`src/rtl/l0_instr_buffer_if.sv`:
```
// Fetch, response and L1i line channels of the L0 instruction buffer.
// slave is the buffer side, master is the core/L1 side.
interface l0_instr_buffer_if #(
   parameter int B = 64
);
   logic           flush_in;
   logic           fetch_valid_in;
   logic [63:0]    fetch_addr_in;
   logic           fetch_ready_out;
   logic           instr_valid_out;
   logic [31:0]    instr_out;
   logic [63:0]    instr_addr_out;
   logic           instr_ready_in;
   logic           l1_valid_out;
   logic           l1_ready_in;
   logic [63:0]    l1_addr_out;
   logic           l1_valid_in;
   logic           l1_ready_out;
   logic [63:0]    l1_addr_in;
   logic [8*B-1:0] l1_value_in;

   modport slave (
      input  flush_in, fetch_valid_in, fetch_addr_in, instr_ready_in,
             l1_ready_in, l1_valid_in, l1_addr_in, l1_value_in,
      output fetch_ready_out, instr_valid_out, instr_out, instr_addr_out,
             l1_valid_out, l1_addr_out, l1_ready_out
   );

   modport master (
      output flush_in, fetch_valid_in, fetch_addr_in, instr_ready_in,
             l1_ready_in, l1_valid_in, l1_addr_in, l1_value_in,
      input  fetch_ready_out, instr_valid_out, instr_out, instr_addr_out,
             l1_valid_out, l1_addr_out, l1_ready_out
   );
endinterface

```
`src/rtl/l0_instr_buffer.sv`:
```
// Fully-associative L0 instruction line buffer: hit answers 1 cycle after accept, miss fetches one line from L1i.
// One request in flight; fetch is refused outside IDLE and the response is held until instr_ready_in.
module l0_instr_buffer #(
   parameter int NUM_LINES = 4,
   parameter int B         = 64
) (
   input  logic             clk_in,
   input  logic             rst_N_in,
   l0_instr_buffer_if.slave bus
);
   localparam int OFS = $clog2(B);
   localparam int TW  = 64 - OFS;
   localparam int WW  = OFS - 2;
   localparam int PW  = (NUM_LINES > 1) ? $clog2(NUM_LINES) : 1;

   typedef enum logic [1:0] {IDLE, RESPOND, MISS_REQ, MISS_WAIT} state_t;

   state_t               state_q;
   logic [NUM_LINES-1:0] valid_q;
   logic [TW-1:0]        tag_q  [NUM_LINES];
   logic [8*B-1:0]       data_q [NUM_LINES];
   logic [PW-1:0]        rr_q;
   logic [61:0]          pend_q;
   logic                 abort_q;
   logic                 instr_vld_q;
   logic [31:0]          instr_dat_q;
   logic [61:0]          instr_addr_q;
   logic                 l1_vld_q;
   logic [TW-1:0]        l1_tag_q;
   logic                 l1_rdy_q;

   logic                 fetch_fire;
   logic                 resp_fire;
   logic                 resp_match;
   logic                 install;
   logic                 hit;
   logic [PW-1:0]        hit_idx;
   logic [PW-1:0]        victim;
   logic [TW-1:0]        fetch_tag;
   logic [TW-1:0]        resp_tag;
   logic [WW-1:0]        fetch_word;
   logic [WW-1:0]        pend_word;
   logic [8*B-1:0]       hit_line;
   logic [31:0]          hit_word;
   logic [31:0]          resp_word;
   logic                 unused_bits;

   assign fetch_tag  = bus.fetch_addr_in[63:OFS];
   assign fetch_word = bus.fetch_addr_in[OFS-1:2];
   assign resp_tag   = bus.l1_addr_in[63:OFS];
   assign pend_word  = pend_q[WW-1:0];
   assign unused_bits = ^{bus.fetch_addr_in[1:0], bus.l1_addr_in[OFS-1:0]};

   assign fetch_fire = bus.fetch_valid_in & bus.fetch_ready_out;
   assign resp_fire  = bus.l1_valid_in & bus.l1_ready_out;
   assign resp_match = (resp_tag == pend_q[61:WW]);
   // A flush or an earlier abort turns the matching response into a plain drain.
   assign install    = (state_q == MISS_WAIT) & resp_fire & resp_match & ~abort_q & ~bus.flush_in;

   always_comb begin
      hit     = 1'b0;
      hit_idx = '0;
      for (int i = 0; i < NUM_LINES; i++) begin
         if (valid_q[i] && (tag_q[i] == fetch_tag)) begin
            hit     = 1'b1;
            hit_idx = PW'(i);
         end
      end
   end

   always_comb begin
      victim = rr_q;
      for (int i = NUM_LINES - 1; i >= 0; i--) begin
         if (!valid_q[i]) victim = PW'(i);
      end
   end

   assign hit_line  = data_q[hit_idx];
   assign hit_word  = hit_line[{fetch_word, 5'b0} +: 32];
   // Miss data is forwarded straight from the returning line.
   assign resp_word = bus.l1_value_in[{pend_word, 5'b0} +: 32];

   assign bus.fetch_ready_out = (state_q == IDLE) & rst_N_in & ~bus.flush_in;
   assign bus.instr_valid_out = instr_vld_q;
   assign bus.instr_out       = instr_dat_q;
   assign bus.instr_addr_out  = {instr_addr_q, 2'b00};
   assign bus.l1_valid_out    = l1_vld_q;
   assign bus.l1_addr_out     = {l1_tag_q, {OFS{1'b0}}};
   assign bus.l1_ready_out    = l1_rdy_q;

   always_ff @(posedge clk_in) begin
      if (install) begin
         tag_q[victim]  <= resp_tag;
         data_q[victim] <= bus.l1_value_in;
      end
   end

   always_ff @(posedge clk_in or negedge rst_N_in) begin
      if (!rst_N_in) begin
         state_q      <= IDLE;
         valid_q      <= '0;
         rr_q         <= '0;
         pend_q       <= '0;
         abort_q      <= 1'b0;
         instr_vld_q  <= 1'b0;
         instr_dat_q  <= '0;
         instr_addr_q <= '0;
         l1_vld_q     <= 1'b0;
         l1_tag_q     <= '0;
         l1_rdy_q     <= 1'b0;
      end else begin
         if (bus.flush_in) begin
            valid_q <= '0;
         end else if (install) begin
            valid_q[victim] <= 1'b1;
         end
         if (install) begin
            rr_q <= (rr_q == PW'(NUM_LINES - 1)) ? '0 : rr_q + PW'(1);
         end

         case (state_q)
            IDLE: begin
               if (fetch_fire) begin
                  pend_q  <= bus.fetch_addr_in[63:2];
                  abort_q <= 1'b0;
                  if (hit) begin
                     instr_vld_q  <= 1'b1;
                     instr_dat_q  <= hit_word;
                     instr_addr_q <= bus.fetch_addr_in[63:2];
                     state_q      <= RESPOND;
                  end else begin
                     l1_vld_q <= 1'b1;
                     l1_tag_q <= fetch_tag;
                     state_q  <= MISS_REQ;
                  end
               end
            end
            RESPOND: begin
               if (bus.flush_in || bus.instr_ready_in) begin
                  instr_vld_q <= 1'b0;
                  state_q     <= IDLE;
               end
            end
            MISS_REQ: begin
               if (bus.flush_in) abort_q <= 1'b1;
               if (bus.l1_ready_in) begin
                  l1_vld_q <= 1'b0;
                  l1_rdy_q <= 1'b1;
                  state_q  <= MISS_WAIT;
               end
            end
            MISS_WAIT: begin
               if (resp_fire) begin
                  if (abort_q || bus.flush_in) begin
                     l1_rdy_q <= 1'b0;
                     state_q  <= IDLE;
                  end else if (resp_match) begin
                     l1_rdy_q     <= 1'b0;
                     instr_vld_q  <= 1'b1;
                     instr_dat_q  <= resp_word;
                     instr_addr_q <= pend_q;
                     state_q      <= RESPOND;
                  end
               end else if (bus.flush_in) begin
                  abort_q <= 1'b1;
               end
            end
            default: state_q <= IDLE;
         endcase
      end
   end
endmodule

```
`src/flat_wrapper.sv`:
```
// flat-port wrapper written by rule: the top's interface ports become plain ports
module l0_instr_buffer_flat 
#(
   parameter int NUM_LINES = 4,
   parameter int B         = 64
)
  (clk_in, rst_N_in, bus_flush_in, bus_fetch_valid_in, bus_fetch_addr_in, bus_instr_ready_in, bus_l1_ready_in, bus_l1_valid_in, bus_l1_addr_in, bus_l1_value_in, bus_fetch_ready_out, bus_instr_valid_out, bus_instr_out, bus_instr_addr_out, bus_l1_valid_out, bus_l1_addr_out, bus_l1_ready_out);
  l0_instr_buffer_if #(.B(B)) bus_i ();
  input  logic clk_in;
  input  logic rst_N_in;
  input wire logic [$bits(bus_i.flush_in)-1:0] bus_flush_in;
  input wire logic [$bits(bus_i.fetch_valid_in)-1:0] bus_fetch_valid_in;
  input wire logic [$bits(bus_i.fetch_addr_in)-1:0] bus_fetch_addr_in;
  input wire logic [$bits(bus_i.instr_ready_in)-1:0] bus_instr_ready_in;
  input wire logic [$bits(bus_i.l1_ready_in)-1:0] bus_l1_ready_in;
  input wire logic [$bits(bus_i.l1_valid_in)-1:0] bus_l1_valid_in;
  input wire logic [$bits(bus_i.l1_addr_in)-1:0] bus_l1_addr_in;
  input wire logic [$bits(bus_i.l1_value_in)-1:0] bus_l1_value_in;
  output wire logic [$bits(bus_i.fetch_ready_out)-1:0] bus_fetch_ready_out;
  output wire logic [$bits(bus_i.instr_valid_out)-1:0] bus_instr_valid_out;
  output wire logic [$bits(bus_i.instr_out)-1:0] bus_instr_out;
  output wire logic [$bits(bus_i.instr_addr_out)-1:0] bus_instr_addr_out;
  output wire logic [$bits(bus_i.l1_valid_out)-1:0] bus_l1_valid_out;
  output wire logic [$bits(bus_i.l1_addr_out)-1:0] bus_l1_addr_out;
  output wire logic [$bits(bus_i.l1_ready_out)-1:0] bus_l1_ready_out;
  assign bus_i.flush_in = bus_flush_in;
  assign bus_i.fetch_valid_in = bus_fetch_valid_in;
  assign bus_i.fetch_addr_in = bus_fetch_addr_in;
  assign bus_i.instr_ready_in = bus_instr_ready_in;
  assign bus_i.l1_ready_in = bus_l1_ready_in;
  assign bus_i.l1_valid_in = bus_l1_valid_in;
  assign bus_i.l1_addr_in = bus_l1_addr_in;
  assign bus_i.l1_value_in = bus_l1_value_in;
  assign bus_fetch_ready_out = bus_i.fetch_ready_out;
  assign bus_instr_valid_out = bus_i.instr_valid_out;
  assign bus_instr_out = bus_i.instr_out;
  assign bus_instr_addr_out = bus_i.instr_addr_out;
  assign bus_l1_valid_out = bus_i.l1_valid_out;
  assign bus_l1_addr_out = bus_i.l1_addr_out;
  assign bus_l1_ready_out = bus_i.l1_ready_out;
  l0_instr_buffer #(.NUM_LINES(NUM_LINES), .B(B)) u_core (.clk_in(clk_in), .rst_N_in(rst_N_in), .bus(bus_i));
endmodule
```
`config.mk`:
```
export PLATFORM = sky130hd
export DESIGN_NAME = l0_instr_buffer_flat
export DESIGN_NICKNAME = d
export VERILOG_FILES = /design/src/rtl/l0_instr_buffer_if.sv /design/src/rtl/l0_instr_buffer.sv /design/src/flat_wrapper.sv
export SDC_FILE = /design/constraint.sdc
export NUM_CORES = 2
export LEC_CHECK = 0
export CORE_MARGIN = 2
export CORE_UTILIZATION = 58
export CTS_BUF_LIST = sky130_fd_sc_hd__clkbuf_16
export CTS_CLUSTER_SIZE = 10
export DETAILED_ROUTE_END_ITERATION = 12
export PLACE_DENSITY = 0.76
export SLEW_MARGIN = 10
export SYNTH_ARGS = -nofsm -noshare
export SYNTH_HDL_FRONTEND = slang
export SYNTH_SLANG_ARGS = --single-unit
```
`constraint.sdc`:
```
create_clock -name clk_in -period 41.1 [get_ports clk_in]
set_clock_uncertainty 0.05 [all_clocks]
set_input_delay 8.22 -clock clk_in [delete_from_list [all_inputs] [get_ports clk_in]]
set_output_delay 8.22 -clock clk_in [all_outputs]
set_load 0.05 [all_outputs]
```
After elaboration in Yosys (flattened, before gate mapping):

Memories as Yosys holds them, arrays and structs flattened.
Index checks and enable logic that the tools add are counted.

* memory bits (writable): 2280
* input port bits: 647
* flip-flop bits (word level): 226
* memories kept: 2
* word-level logic and storage cells: 129

Memory list
* u_core.data_q: words 4, width 512, read ports 1, clocked after Yosys merged registers in 0, wr ports 1, line l0_instr_buffer.sv:21 `logic [8*B-1:0] data_q [NUM_LINES];`
* u_core.tag_q: words 4, width 58, read ports 4, clocked after Yosys merged registers in 0, wr ports 1, line l0_instr_buffer.sv:20 `logic [TW-1:0] tag_q [NUM_LINES];`

* bitwise gates (word level): 12
* muxes and demuxes: 58
* reduce and logical (&&, ||, !) cells: 22
* magnitude comparators: 2
* equality and inequality tests: 19
* $add $sub $neg: 1
* shift operators: 2

Operator list (count)
* $shiftx A512 B10 Y32: 2
* $mux W62: 5
* $eq A58 B58 Y1: 5
* $mux W32: 5
* $pmux W62 S2: 1
* $pmux W32 S2: 1
* $mux W2: 14
* $mux W1: 24
* $ne A2 B1 Y1 const B: 5
* $and A1 B1 Y1: 8
* $mux W4: 2
* $ne A2 B2 Y1 const B: 4
* $pmux W2 S4: 1
* $reduce_and A4 Y1: 2
* $reduce_bool A2 Y1: 4
* $reduce_and A7 Y1: 1
* $eq A2 B2 Y1 const B: 3
* $pmux W1 S3: 2
* $reduce_and A3 Y1: 2
* $reduce_and A6 Y1: 1
* $reduce_bool A3 Y1: 2
* $logic_and A1 B1 Y1: 5
* $reduce_and A5 Y1: 1
* $or A4 B4 Y4: 1
* other kinds (11): 15

Logic depth before layout (Yosys ltp):

* word-level depth: 11
* gate-level depth with buffers: 17
* mapped depth without buffers: 11

Worst setup path after synthesis:

OpenSTA, ideal clock, no wires.

* path kind: input to register
* start point: input port bus_l1_addr_in[19]
* end point: memory u_core.data_q[0][0] (netlist bit) (enable)
* arrival: 37098 ps
* setup slack: 2252 ps
* cell stages on the path: 8
* data required time: 39350 ps
* cells stage by stage: xnor2_1 > nand4_1 > nor4_1 > nand4_1 > nor4_1 > nand4_1 > nand2b_1 > a21oi_1

* longest elaborated chain between the ends: 6

Ends and longest elaborated chain
* start: declaration: line flat_wrapper.sv:17 `input wire logic [$bits(bus_i.l1_addr_in)-1:0] bus_l1_addr_in;`
* $eq A58 B58 Y1: line l0_instr_buffer.sv:56 `assign resp_match = (resp_tag == pend_q[61:WW]);`
* $and A1 B1 Y1 (3 in series): line l0_instr_buffer.sv:58 `assign install = (state_q == MISS_WAIT) & resp_fire & resp_match & ~abort_q & ~bus.flush_in;`
* $mux W1: line l0_instr_buffer.sv:92 `if (install) begin`
* $mux W1 (implied by the code): line l0_instr_buffer.sv:94 `data_q[victim] <= bus.l1_value_in;`
* end: declaration: line l0_instr_buffer.sv:21

Every way passes these cells.

Worst setup path in the final report:

* start point: input port bus_flush_in
* end point: output port bus_fetch_ready_out

* longest elaborated chain between the ends: 2

Ends and longest elaborated chain
* start: declaration: line flat_wrapper.sv:11 `input wire logic [$bits(bus_i.flush_in)-1:0] bus_flush_in;`
* $not A1 Y1: line l0_instr_buffer.sv:83 `assign bus.fetch_ready_out = (state_q == IDLE) & rst_N_in & ~bus.flush_in;`
* $and A1 B1 Y1: line l0_instr_buffer.sv:83
* end: declaration: line flat_wrapper.sv:19 `output wire logic [$bits(bus_i.fetch_ready_out)-1:0] bus_fetch_ready_out;`

Every way passes these cells.

==> results.yml <==
floorplanning:
  die_area_sq_mm: 0.181
  die_h_um: 426
  start_util: 0.585
  placementRows: 154
  ios: 811
  core_area_sq_mm: 0.176
  die_x_um: 426
place:
  hpwl_mm: 224
  routabilityCongestion: 0.951
  port-buffer-count: 794
critical_path:
  arrival_ps: 10170
  cp-start-kind: "input pin"
  crit_fanout: 8
  critical_path_class: "in2out"
  critPathRequiredTime_ps: 32830
  critPathCaptureType: "primary output"
cells_and_area:
  num-fill-cells: 11600
  final_layout_size_suffix_gt1_frac: 0.113
  layout.nets: 8226
  multi_input_area_sq_mm: 0.0271
  syn2layout_area_growth_pct: 18.3
  regArea_sq_mm: 0.0741
hold_path:
  hp-class: "reg2reg"
timing:
  finalHoldWorstSlack_ps: 431
  fin_setup_tns_ps: 0
  min_period_ps: 18440
  rsz0062_at_grt: "false"
  worst_pin_slew_ps: 1240
  min_period_over_period: 0.449
  hold_viol: 0
  fmax_mhz: 54.2
  setup_viol: 0
  max-slew-margin-rel: 0.170
  slew_violations: 0
cts:
  cts.clk_slew.worst_paths_ps: 60
  insertion_delay_ps: 950
  ctsHoldBuffers: 0
  clock-sinks: 2506
  cts_htree_levels: 5
  cts_tree: "yes"
  postCtsSetupRepairBufs: 0
  clockBufferDepth: 4
  cts_buffers: 302
  root_buffer: "clkbuf_16"
  ctsResizeCount: 0
power:
  peakVddDrop_v: 0.0000455
  seqPwrFrac: 0.455
  pwr-share-clk: 0.347
  finalPower_mw: 6.64
  intPower_mw: 4.72
  leakagePower_nw: 42.1
  swShare: 0.289
  power_switching_mw: 1.92
  p_per_area_mw_per_mm2: 54.3
  p_comb_frac: 0.197
grt:
  grt_pass1_wl_mm: 487
  overflow: 0
  grt_use_total: 0.382
  antenna_found_initial: 153
  grt_max_degree: 153
  grt_pass1_vias: 66200
routing:
  route.detailed.drc: 0
  avgViaCountPerCell: 6.89
  drtIter0Drc: 11900
  first_pass_iters: 8
  via_count: 70400
  post_drt_wl_per_cell_um: 34.7
  wl_mm: 354
  ant_nets: 0
yosys:
  synth_area_leaders: "edfxtp_1 (66%), dfrtp_1 (5.5%), mux4_2 (3.5%)"
  synth_top_area_share: 0.663
  synth_commonest_cells: "edfxtp_1 (2280), nand2_1 (539), o21ai_0 (353)"
  synth_warnings: 0
  ys_seq_elements: 2506
  ys_types: 89
  syn_inst: 6811
  synth_edf_count: 2280
  synth_ff_type: "edfxtp_1"
  avgSynthCellArea_sq_um: 15.2
  syn_area_sq_mm: 0.103
  synthMostInstantiatedCell: "edfxtp_1"
  async_flop_share: 0.0902
  seq_area_frac_synth: 0.718
  synth_top_area_cell: "edfxtp_1"
status:
  status: "completed"
flow_run:
  max_cap_viol_count: 0
## power by group through the flow
stage	clock, mW	combinational (mW)	sequential (mW)
global placement	0	1.27	3.06
finish	2.31	1.31	3.02
global route	2.41	1.34	3.03
detailed placement	0	1.29	3.06
CTS	2.30	1.29	3.01
floorplan	0	0.532	3.26
## kinds of logic after synthesis
group,count (synthesis),synth area share
flip-flops,2506,0.718
AO/OA/AOI/OAI,1496,0.0941
AND/OR/NAND/NOR,1437,0.0656
multiplexers,598,0.0791
buffers and inverters,529,0.0223
XOR/XNOR,243,0.0207
adder cells (fa/ha/maj),1,0.000121
other,1,0.0000363
## per-stage QoR
stage / worst slack (ps) / cell area [sq um] / cells / util
global placement: 22680 / 114000 / 9614 / 0.643
global route: 22610 / 122000 / 10200 / 0.692
floorplan: 2250 / 103000 / 6818 / -
finish: 22660 / 122000 / 10200 / 0.692
detailed placement: 22700 / 114000 / 9614 / 0.643
CTS: 22700 / 122000 / 10100 / 0.690
## cell type report
cell class	instances	area share
antenna	125	0.00256
clock buffer	306	0.0627
clock inverter	160	0.00536
inverter	62	0.00193
multi-input combinational	3783	0.222
sequential	2506	0.607
tap	2340	0.0240
timing repair buffer	923	0.0743
## critical path, stage by stage
cell and delay [ps]:
clkdlybuf4s50_1 550, inv_1 190, and3_1 330, clkdlybuf4s50_1 870
## cells in the final DEF, fill, tap and decap left out, drive strengths merged, types with 71 or more instances in the layout
master         netlist  final
inv                 60    214
a31oi              104    104
o22ai              117    117
clkbuf             285    306
mux2i              294    294
o221ai              91     91
diode                0    125
o211ai             110    110
edfxtp            2280   2280
nand4              100    100
nand2              539    539
nor3                78     78
clkdlybuf4s50        0    789
nor2               279    279
nand2b              71     71
buf                182    134
mux2               144    144
xnor2              174    174
dfrtp              226    226
nand3              172    172
a21oi              309    309
o21ai              398    398
mux4               160    160
## registers in the layout, indices dropped and copies added (netlist names)
signal and count:
u_core.bus.instr_out 32, u_core.instr_addr_q 62, u_core.bus.l1_valid_out 1, u_core.bus.instr_valid_out 1
u_core.l1_tag_q 58, u_core.pend_q 62, u_core.bus.l1_ready_out 1, u_core.tag_q 232
u_core.abort_q 1, u_core.rr_q 2, u_core.state_q 2, u_core.data_q 2048
u_core.valid_q 4
## metal layers
metal  vias up  share of wire  track usage
li1      28400              -            -
met1     34900           0.34        0.506
met2      5924           0.45        0.561
met3      1075           0.13       0.0987
met4        50          0.071        0.252
met5         -         0.0012      0.00423
## path summary, 6_finish.rpt
kind / startpoint / to / slack, ps / cells after the start
worst max register to register: u_core.pend_q[59]$_DFFE_PN0P_ / u_core.data_q[1][294]$_DFFE_PP_ / 32970 / 12
max in group asynchronous: rst_N_in / u_core.bus.instr_out[12]$_DFFE_PN0P_ / 32430 / 2
worst min register to register: u_core.bus.instr_valid_out$_DFFE_PN0P_ / u_core.bus.instr_valid_out$_DFFE_PN0P_ / 430 / 2
min in group asynchronous: rst_N_in / u_core.instr_addr_q[25]$_DFFE_PN0P_ / 7190 / 1
worst min-delay path: u_core.bus.instr_valid_out$_DFFE_PN0P_ / u_core.bus.instr_valid_out$_DFFE_PN0P_ / 430 / 2
worst max-delay path: bus_flush_in / bus_fetch_ready_out / 22660 / 4
Note: power is estimated with default switching activity, not from simulation.
